`src/rtl/reset_seq_pkg.sv`:
```
// Shared types and constants for the reset sequencer.
package reset_seq_pkg;

    typedef enum logic [1:0] {S_ASSERT, S_PERIPH, S_GUARD, S_RUN} rseq_state_t;

    localparam int RSEQ_CNT_W = 32;

endpackage

```
`src/rtl/button_debounce.sv`:
```
// Push-button synchronizer and stability debouncer; pressed is active-high
// regardless of the raw button polarity.
module button_debounce #(
    parameter int unsigned DEBOUNCE_CYCLES = 1_000_000,
    parameter bit          BTN_ACTIVE_LOW  = 1'b1
) (
    input  logic clk,
    input  logic rst,
    input  logic btn_raw,
    output logic pressed
);

    localparam int DB_W = (DEBOUNCE_CYCLES > 1) ? $clog2(DEBOUNCE_CYCLES) : 1;
    localparam logic [DB_W-1:0] DB_LAST = DB_W'(DEBOUNCE_CYCLES - 1);
    localparam logic IDLE_LEVEL = BTN_ACTIVE_LOW ? 1'b1 : 1'b0;

    logic            sync_a;
    logic            sync_b;
    logic            level;
    logic [DB_W-1:0] stable_cnt;

    assign level = BTN_ACTIVE_LOW ? ~sync_b : sync_b;

    always_ff @(posedge clk) begin
        if (rst) begin
            sync_a     <= IDLE_LEVEL;
            sync_b     <= IDLE_LEVEL;
            stable_cnt <= '0;
            pressed    <= 1'b0;
        end else begin
            sync_a <= btn_raw;
            sync_b <= sync_a;
            // Any cycle agreeing with the accepted level restarts the stability window.
            if (level == pressed) begin
                stable_cnt <= '0;
            end else if (stable_cnt == DB_LAST) begin
                stable_cnt <= '0;
                pressed    <= level;
            end else begin
                stable_cnt <= stable_cnt + 1'b1;
            end
        end
    end

endmodule

```
`src/rtl/reset_sequencer.sv`:
```
// Ordered reset release: peripherals first, then the core, then the watchdog hold.
module reset_sequencer
    import reset_seq_pkg::*;
#(
    parameter int unsigned ASSERT_CYCLES   = 1024,
    parameter int unsigned PERIPH_CYCLES   = 4096,
    parameter int unsigned GUARD_CYCLES    = 65536,
    parameter int unsigned DEBOUNCE_CYCLES = 1_000_000,
    parameter bit          BTN_ACTIVE_LOW  = 1'b1
) (
    input  logic       clk,
    input  logic       rst,
    input  logic       sys_reset_req,
    input  logic       btn_raw,
    output logic       periph_rst,
    output logic       core_rst,
    output logic       wd_hold,
    output logic       busy,
    output logic [7:0] reset_count
);

    localparam logic [RSEQ_CNT_W-1:0] ASSERT_LAST = RSEQ_CNT_W'(ASSERT_CYCLES - 1);
    localparam logic [RSEQ_CNT_W-1:0] PERIPH_LAST = RSEQ_CNT_W'(PERIPH_CYCLES - 1);
    localparam logic [RSEQ_CNT_W-1:0] GUARD_LAST  = RSEQ_CNT_W'(GUARD_CYCLES - 1);

    rseq_state_t           state;
    rseq_state_t           nxt_state;
    logic [RSEQ_CNT_W-1:0] cnt;
    logic                  btn_pressed;
    logic                  req;
    logic                  entry;

    button_debounce #(
        .DEBOUNCE_CYCLES (DEBOUNCE_CYCLES),
        .BTN_ACTIVE_LOW  (BTN_ACTIVE_LOW)
    ) u_debounce (
        .clk     (clk),
        .rst     (rst),
        .btn_raw (btn_raw),
        .pressed (btn_pressed)
    );

    assign req = sys_reset_req | btn_pressed;

    always_comb begin
        nxt_state = state;
        entry     = 1'b0;
        case (state)
            S_ASSERT: if (!req && cnt == ASSERT_LAST) nxt_state = S_PERIPH;
            S_PERIPH: begin
                if (req) begin
                    nxt_state = S_ASSERT;
                    entry     = 1'b1;
                end else if (cnt == PERIPH_LAST) begin
                    nxt_state = S_GUARD;
                end
            end
            S_GUARD: begin
                if (req) begin
                    nxt_state = S_ASSERT;
                    entry     = 1'b1;
                end else if (cnt == GUARD_LAST) begin
                    nxt_state = S_RUN;
                end
            end
            default: begin
                if (req) begin
                    nxt_state = S_ASSERT;
                    entry     = 1'b1;
                end
            end
        endcase
    end

    always_ff @(posedge clk) begin
        if (rst) begin
            state       <= S_ASSERT;
            cnt         <= '0;
            reset_count <= 8'd0;
            periph_rst  <= 1'b1;
            core_rst    <= 1'b1;
            wd_hold     <= 1'b1;
            busy        <= 1'b1;
        end else begin
            state <= nxt_state;
            // The counter is parked in RUN so it never wraps while idle.
            if (nxt_state != state || (state == S_ASSERT && req) || state == S_RUN)
                cnt <= '0;
            else
                cnt <= cnt + 1'b1;
            if (entry && reset_count != 8'hFF)
                reset_count <= reset_count + 8'd1;
            periph_rst <= (nxt_state == S_ASSERT);
            core_rst   <= (nxt_state == S_ASSERT) || (nxt_state == S_PERIPH);
            wd_hold    <= (nxt_state != S_RUN);
            busy       <= (nxt_state != S_RUN);
        end
    end

endmodule

```
`config.mk`:
```
export PLATFORM = sky130hd
export DESIGN_NAME = reset_sequencer
export DESIGN_NICKNAME = d
export VERILOG_FILES = /design/src/rtl/reset_seq_pkg.sv /design/src/rtl/button_debounce.sv /design/src/rtl/reset_sequencer.sv
export SDC_FILE = /design/constraint.sdc
export NUM_CORES = 1
export LEC_CHECK = 0
export CAP_MARGIN = 30
export CORE_ASPECT_RATIO = 1.25
export CORE_MARGIN = 2
export CORE_UTILIZATION = 24
export CTS_CLUSTER_SIZE = 14
export DETAILED_ROUTE_END_ITERATION = 10
export PLACE_DENSITY = 0.39
export SETUP_SLACK_MARGIN = 0.02
export SYNTH_ARGS = -nofsm -noshare
export SYNTH_HDL_FRONTEND = slang
export SYNTH_HIERARCHICAL = 1
export SYNTH_SLANG_ARGS = --single-unit
```
`constraint.sdc`:
```
create_clock -name clk -period 2.3 [get_ports clk]
set_input_delay 0.575 -clock clk [delete_from_list [all_inputs] [get_ports clk]]
set_output_delay 0.575 -clock clk [all_outputs]
set_load 0.01 [all_outputs]
```
==> results.md, run 1 <==
- TritonCTS created 9 clock buffers.
- The overall via count from detail_route is 2736.
- In this run the remaining antenna-violating nets after routing total 0.
- The maximum clock frequency is 0.516 GHz.
- The flip-flop cell with the highest count after synthesis is dfxtp_1.
- The total congestion overflow after global routing is 0.
- For this run, the post-layout net count is 400.
- For this run, design rule violations remaining after detail routing come to 0.
- The initialized floorplan defines 48 standard-cell rows.
- The die area is 15100 sq um.
- The terminating pin of the worst hold path is u_debounce/sync_b$_SDFF_PP1_.
- The post-synth design cell area is 3390 sq um.
- The most used standard cell by instance count after synthesis is dfxtp_1.
- The type of origin of the critical path is a flop.
- Hold repair after CTS inserted 0 buffers.
- In the global route stage, overall resource usage came out at 11.1%.
- At the pin with the least slew margin, the transition time is 511 ps.
- The register-to-register setup slack is 360 ps.
- Detailed routing placed a total of 3880 microns of wire on met2.
- Across the routed clock network, the largest skew measured is 6.05 ps.
- The number of violations of the max-capacitance limit is 0.
- The first detailed-routing pass took 4 iterations.
- The cell total after placement is 557.
- The mean cell area of the mapped netlist is 8.95 sq um.
- The worst hold path belongs to the class reg -> reg.
- IR analysis of the VDD net gives a maximum drop of 0.000322 V.
- Dividing total power by cell area gives a power density of 673 nW/um^2.
- The count of buffers added on input and output ports is 15.
- For this block, the initial DRC count from the detailed router was 74.
- Entering global routing, the biggest net connects 33 pins.
- The post-cts resize count is 0.
- The HPWL after detailed placement is 5100 microns.
- The worst hold path stage count is 1.
- The depth of the CTS H-tree is 3.
- The worst path needs 1940 ps of the cycle, external delays included.
- The count of buffers added by post-CTS timing repair for setup is 0.
- Synthesis produced a netlist with a net count of 386.
- The clock slew at the register clock pins of the worst setup and hold paths is 60 ps.
- The critical path endpoint category is a flop.
- The detailed route wirelength on metal3 is 242 microns.
- The final critical path takes up 84.2% of the cycle.
- The TritonCTS clock tree is yes.
- The starting density of the core is 24.5%.
- The number of antenna diodes is 0.
- The capture point of the worst reg-to-reg path is cnt[30]$_SDFF_PP0_.
- The worst setup path is of the reg -> reg kind.
- The number of warnings reported in the yosys synthesis log is 6.
- Measured against its own limit, the worst slew margin works out to 65.9%.
- The number of synthesized flops with an enable pin is 0.
- Of all cell types, the one taking the most synthesized area is dfxtp_1.
- The run finished with clean final reports.
- The cell repeated most along the worst path is nand4_1.
- Data on the critical path is required at its endpoint by 2510 ps.
- The post-synthesis cell count is 379.
- Sorting the synthesized cells by how often they occur yields dfxtp_1, xnor2_1, nor2_1, a31oi_1, nand2_1.
- The area growth from synthesis to layout is 19.7%.
- Counting every sink on the clock net gives 68.
- The later-pin clock latency in the skew report is 330 ps.
- Of all nets on the critical path, the largest fanout is 32.
- By area the synthesized netlist is led by dfxtp_1, xnor2_1, a31oi_1.
- The routed wirelength normalized by instance count is 13.3 microns.
- In this run the horizontal extent of the chip is 110 microns.
- The tree is rooted in a clkbuf_16.
- The critical path goes through ha_1 > nand4_1 > nor3_1 > nand4_1 > nand2_1 > buf_12 > a31oi_1.
- Cells fill 29.4% of the core in the end.
- Counting along the longest clock path gives a buffer depth of 2.
- The share of the Yosys chip area taken by registers is 40.1%.
- The depth of the critical timing path with buffers and inverters included is 7.
- The worst register-to-register path begins at cnt[0]$_SDFF_PP0_.
- In this run the most critical hold path is launched from u_debounce/sync_a$_SDFF_PP1_.
- The critical path's slowest cell is nor3_1.
- The synthesized design contains 68 register bits.
- The top-level port count is 16.
- The path depth of the worst reg2reg path is 7.
- The accumulated negative setup slack is 0 ps.
- Setup violations remaining at the end of the flow were counted as 0.
- The final number of hold-violating endpoints is 0.
- The number of buffers and inverters on the critical path is 1.
- The portion of synthesized cell area occupied by the leading cell type is 40.1%.
- Measured along the y axis, the die boundary spans 137 microns.
- For the worst setup path, the data arrival time is 2150 ps.
- The family of cells with the greatest summed delay on the critical path is simple AND/OR/NAND/NOR gates.
- The number of antenna violations at the first check in global routing came to 0.
- The share of cells above drive strength 1 is 10.8%.
- The sum of routed wire length over all layers is 7610 microns.
- The first global-routing pass estimated 13000 microns of wire.
- The largest single stage delay on the critical path is 350 ps.
- In the final routing, the length of wire on met1 measures 3380 microns.
- The max-slew violation count is 0.
- Setup repair after global routing left no endpoint under its margin.
- The static power due to leakage is 0.00125 uW.
- The count of cells in the finished layout, fillers not included, comes to 573.
- The fraction of registers with async set/reset is 0%.
- In this run the standard cell core region covers 13800 sq um.
- The number of global-route vias before repair is 2656.
- The count of distinct cell types in the synthesized netlist is 44.
- The top layer reached by signal wires is met4.
- The congestion estimate from routability-driven global placement came to 0.704.
- Using the TritonRoute via totals, the vias-per-cell ratio works out to 4.77.
==> flip-flops by register name (all words and copies together), names as in the netlist <==
name                   count
cnt                       32
u_debounce/stable_cnt     20
reset_count                8
state                      2
busy                       1
core_rst                   1
periph_rst                 1
u_debounce/pressed         1
u_debounce/sync_a          1
u_debounce/sync_b          1
==> report_power, final <==
group / switching [uW] / internal, uW
clock network: 528 / 978
logic: 23.1 / 17.9
registers: 2.14 / 1180
total: 553 / 2180
==> how the worst max path moves through the flow <==
| stage | from | end | slack [ps] |
|---|---|---|---|
| 5_1_grt | cnt[0]$_SDFF_PP0_ | cnt[28]$_SDFF_PP0_ | 160 |
| 2_1_floorplan | rst | cnt[10]$_SDFF_PP0_ | 450 |
| 3_3_place_gp | rst | cnt[15]$_SDFF_PP0_ | 180 |
| 3_5_place_dp | sys_reset_req | cnt[14]$_SDFF_PP0_ | 190 |
| 6_report | cnt[0]$_SDFF_PP0_ | cnt[30]$_SDFF_PP0_ | 360 |
| 4_1_cts | cnt[0]$_SDFF_PP0_ | cnt[14]$_SDFF_PP0_ | 330 |
==> area by class of cell <==
cell class | count | area, sq um
clock buffer | 10 | 239
clock inverter | 6 | 87.6
fill | 1474 | 9760
inverter | 14 | 52.6
multi-input combinational | 277 | 1840
sequential | 68 | 1360
tap | 175 | 219
timing repair buffer | 23 | 260
==> stage by stage <==
stage / worst slack [ps] / power (uW) / cell area [sq um] / hold WS [ps]
detailed placement: 193 / 1250 / 3730 / 395
floorplan: 451 / 1230 / 3390 / 389
global placement: 185 / 1250 / 3730 / 395
CTS: 330 / 2790 / 4060 / 410
global route: 160 / 2840 / 4060 / 423
finish: 363 / 2730 / 4060 / 410
==> per-layer routing <==
layer | vias up | global-route usage, %
met5 | - | 0
met4 | 0 | 4.17
met3 | 8 | 3.86
met2 | 27 | 18.7
met1 | 1305 | 12.9
li1 | 1396 | -
==> placed cells by master, fill, tap and decap left out, types with 2 or more instances in the layout <==
cell type,count
and2_1,5
nand2_1,24
o21ai_0,5
nor4_2,8
nor2_1,37
nor3_1,17
nor4_1,9
buf_12,4
clkinv_2,2
xnor2_1,40
nor3_2,2
bufinv_16,2
and3_1,6
a31oi_1,32
nand2b_1,2
inv_1,14
and4_4,2
dfxtp_1,68
a21o_1,2
or3_1,3
ha_1,3
buf_4,4
xor2_1,11
nand3_1,16
clkbuf_16,9
and4_1,10
clkinv_4,2
nand4b_1,4
or2_2,3
a21oi_1,7
clkdlybuf4s50_1,15
nand4_1,15
==> cells by family after synthesis <==
group / count (synthesis) / share of synthesized area (%)
flip-flops: 68 / 40.1
AND/OR/NAND/NOR: 171 / 30.3
adder cells (fa/ha/maj): 3 / 1.11
AO/OA/AOI/OAI: 51 / 9.34
XOR/XNOR: 51 / 13.2
multiplexers: 1 / 0.295
buffers and inverters: 34 / 5.65
(Power assumes the default switching activity.)
==> run 2: changes to the inputs <==
==> constraint.sdc (replaced) <==
create_clock -name clk -period 1.8 [get_ports clk]
set_input_delay 0.45 -clock clk [delete_from_list [all_inputs] [get_ports clk]]
set_output_delay 0.45 -clock clk [all_outputs]
set_load 0.01 [all_outputs]
==> run 2 against run 1 <==
Combinational power increased by 39%. Fmax is 5.4% higher. Final cell count rose by 8.6%. Largest cell class unchanged. Critical endpoint is now cnt[13]$_SDFF_PP0_. Highest routed layer unchanged. The flow now finishes with violations (setup timing). Core utilization increased by 4.0 points. Sequential share of layout area shrank 3.8 points.
==> results.md, run 2 (synthesis gave the netlist of run 1 again) <==
- The final setup skew is 7.58 ps.
- The reg-to-reg startpoint is cnt[30]$_SDFF_PP0_.
- For flop-to-flop paths, the worst setup slack is -40 ps.
- Cells with a size suffix above 1 make up 23.7% of the layout.
- The routed wirelength normalized by instance count is 14.6 microns.
- Power spread over the standard cell area amounts to 728 nW/um^2.
- The die area is 15100 sq um.
- The cell total after placement is 593.
- The iteration count of the initial detailed-routing pass is 4.
- The flow ran to the end, but the final reports show violations.
- Detailed placement ended at an HPWL of 5550 microns.
- The highest ir drop seen on vdd is 0.000310 V.
- The critical path endpoint category is a flop.
- The number of filler instances in the final layout is 1433.
- The max-slew violation count is 0.
- The top layer reached by signal wires is met4.
- The die is 137 microns tall.
- Max-cap violations in this run came to 0.
- The count of nets left with antenna violations after detail routing is 0.
- The TritonCTS clock tree is yes.
- The static power due to leakage is 0.00157 uW.
- The pin count of the biggest net entering global routing is 33.
- The starting density of the core is 24.5%.
- Global routing finished with a remaining overflow of 0.
- The number of endpoints failing setup at the final stage is 27.
- The final layout net count is 449.
- The worst hold slack across all endpoints is 404 ps.
- The worst hold path stage count is 1.
- After detailed routing, the number of vias per cell comes to 4.71.
- The clock root buffer is clkbuf_16.
- The H-tree generated during clock tree synthesis spans 3 levels.
- The final cell count without fillers is 622.
- The routed layout has 2929 vias.
- The total routed wire length on the met1 layer is 4040 microns.
- After layout, the minimum clock period comes to 1840 ps.
- After detailed routing, the number of remaining DRC violations is 0.
- The maximum buffer depth of the clock tree is 2.
- The top cell types in the final layout, fill and taps aside, are dfxtp_1, buf_4, xnor2_1, nor2_1, a31oi_1.
- Data arrives at the worst endpoint at 2050 ps.
- The type of origin of the critical path is a flop.
- Setup repair after global routing could not meet its margin everywhere.
- The wire length of the first global-routing pass is 14900 microns.
- The number of global-route vias before repair is 2967.
- The routed length on met2 is 4660 microns.
- The number of violations reported at the end of detailed-routing iteration 0 is 119.
- The area growth from synthesis to layout is 35.8%.
- The number of buffers created by CTS is 9.
- The clock slew at the register clock pins of the worst setup and hold paths is 60 ps.
- The register bank with the most flops is cnt.
- In this run the worst path has a maximum fanout of 8.
- For the worst flop-to-flop path, the logic depth is 8.
- The clock net in this run drives a total of 68 sinks.
- For this block, the routed nets add up to 9100 microns of wire.
- The global-route usage over all layers is 12.9%.
- The worst hold-check path type is reg -> reg.
- The number of antenna violations at the first check in global routing is 0.
- In the detailed route, the total length drawn on met3 is 237 microns.
- The worst hold path startpoint is u_debounce/sync_a$_SDFF_PP1_.
- The number of core rows is 48.
- The final number of hold-violating endpoints came to 0.
- Cells fill 33.3% of the core in the end.
- The worst setup path is of the reg -> reg kind.
- 0 antenna diodes ended up in the layout.
- The setup slack after layout is -38.4 ps.
- The maximum clock frequency is 0.544 GHz.
- The required time at the worst-slack endpoint is 2010 ps.
- Leaving out fill and tap cells, the most frequent cell in the layout is dfxtp_1.
- The die is 110 microns wide.
- The final reports fail on setup timing.
- The setup slack after placement is -207 ps.
- The largest registers in the layout are cnt (32), u_debounce/stable_cnt (20), reset_count (8).
- The congestion estimate from routability-driven global placement came to 0.743.
- For hold timing, the worst endpoint is u_debounce/sync_b$_SDFF_PP1_.
- The total core area is 13800 sq um.
- The capture point of the worst reg-to-reg path is cnt[13]$_SDFF_PP0_.
- The register with the most flip-flops in the layout has 32 of them.
- The transition at the pin with the smallest max-transition slack is 428 ps.
- The total of buffers placed on input and output ports is 15.
- The later-pin clock latency in the skew report is 330 ps.
- The final critical path takes up 102% of the cycle.
- Measured against its own limit, the worst slew margin works out to 71.4%.
- The top-level port count is 16.
run 2: cell types whose count changed in the layout (fill, tap and decap cells not counted), moves of 3 or more:
cell,previous run,this run
buf_4,4,45
dfxtp_1,68,61
dfxtp_2,0,7
clkbuf_1,0,4
buf_6,0,3
nor4_1,9,6
run 2: where the power goes:
| group | switching, uW | leakage [uW] | total [uW] | internal (uW) |
|---|---|---|---|---|
| sequential | 3.53 | 0.000552 | 1510 | 1510 |
| combinational | 30.2 | 0.000877 | 57.1 | 26.9 |
| clock | 629 | 0.000144 | 1780 | 1150 |
run 2: layer usage:
layer / GRT usage (%) / vias up
li1: - / 1494
met1: 15.1 / 1398
met2: 22.5 / 25
met5: 0 / -
met4: 5.63 / 0
met3: 2.86 / 12
run 2: cell type report:
class                           instances  area [sq um]  area share (%)
Timing Repair Buffer                   72           744            16.2
Clock inverter                          1          30.0           0.652
Multi-Input combinational cell        277          1920            41.7
Inverter                               14          52.6            1.14
Tap cell                              175           219            4.75
Sequential cell                        68          1370            29.7
Clock buffer                           15           268            5.81
run 2: worst max-delay path by stage:
stage / start / end / slack (ps) / depth (start not counted)
global route: cnt[12]$_SDFF_PP0_ / cnt[13]$_SDFF_PP0_ / -160 / 7
floorplan: cnt[0]$_SDFF_PP0_ / cnt[10]$_SDFF_PP0_ / 30 / 8
finish: cnt[30]$_SDFF_PP0_ / cnt[13]$_SDFF_PP0_ / -40 / 8
global placement: rst / cnt[24]$_SDFF_PP0_ / -170 / 6
CTS: cnt[24]$_SDFF_PP0_ / cnt[3]$_SDFF_PP0_ / -10 / 7
detailed placement: sys_reset_req / cnt[13]$_SDFF_PP0_ / -210 / 6
run 2: what timing repair did:
item / 4_1_cts / 5_1_grt
setup endpoints to repair: 35 / 37
pin swaps: 8 / 23
cloned: 3 / 2
hold endpoints to repair: 0 / 0
hold buffers: 0 / 0
buffers inserted: 9 / 0
gates resized for setup: 23 / 8
run 2: critical path: stages (launching register included):
cell	delay [ps]
dfxtp_1	350
nor4_4	310
buf_4	150
and2_1	140
nand4_1	160
nand4b_1	160
buf_6	170
clkbuf_16	170
a31oi_4	80
run 2: stage by stage:
step / total power, uW / TNS (ps) / instance area (sq um)
2_1_floorplan: 1580 / 0 / 3390
3_3_place_gp: 1600 / -6110 / 4000
3_5_place_dp: 1600 / -5800 / 4000
4_1_cts: 3420 / -140 / 4530
5_1_grt: 3500 / -4350 / 4610
6_report: 3350 / -536 / 4610
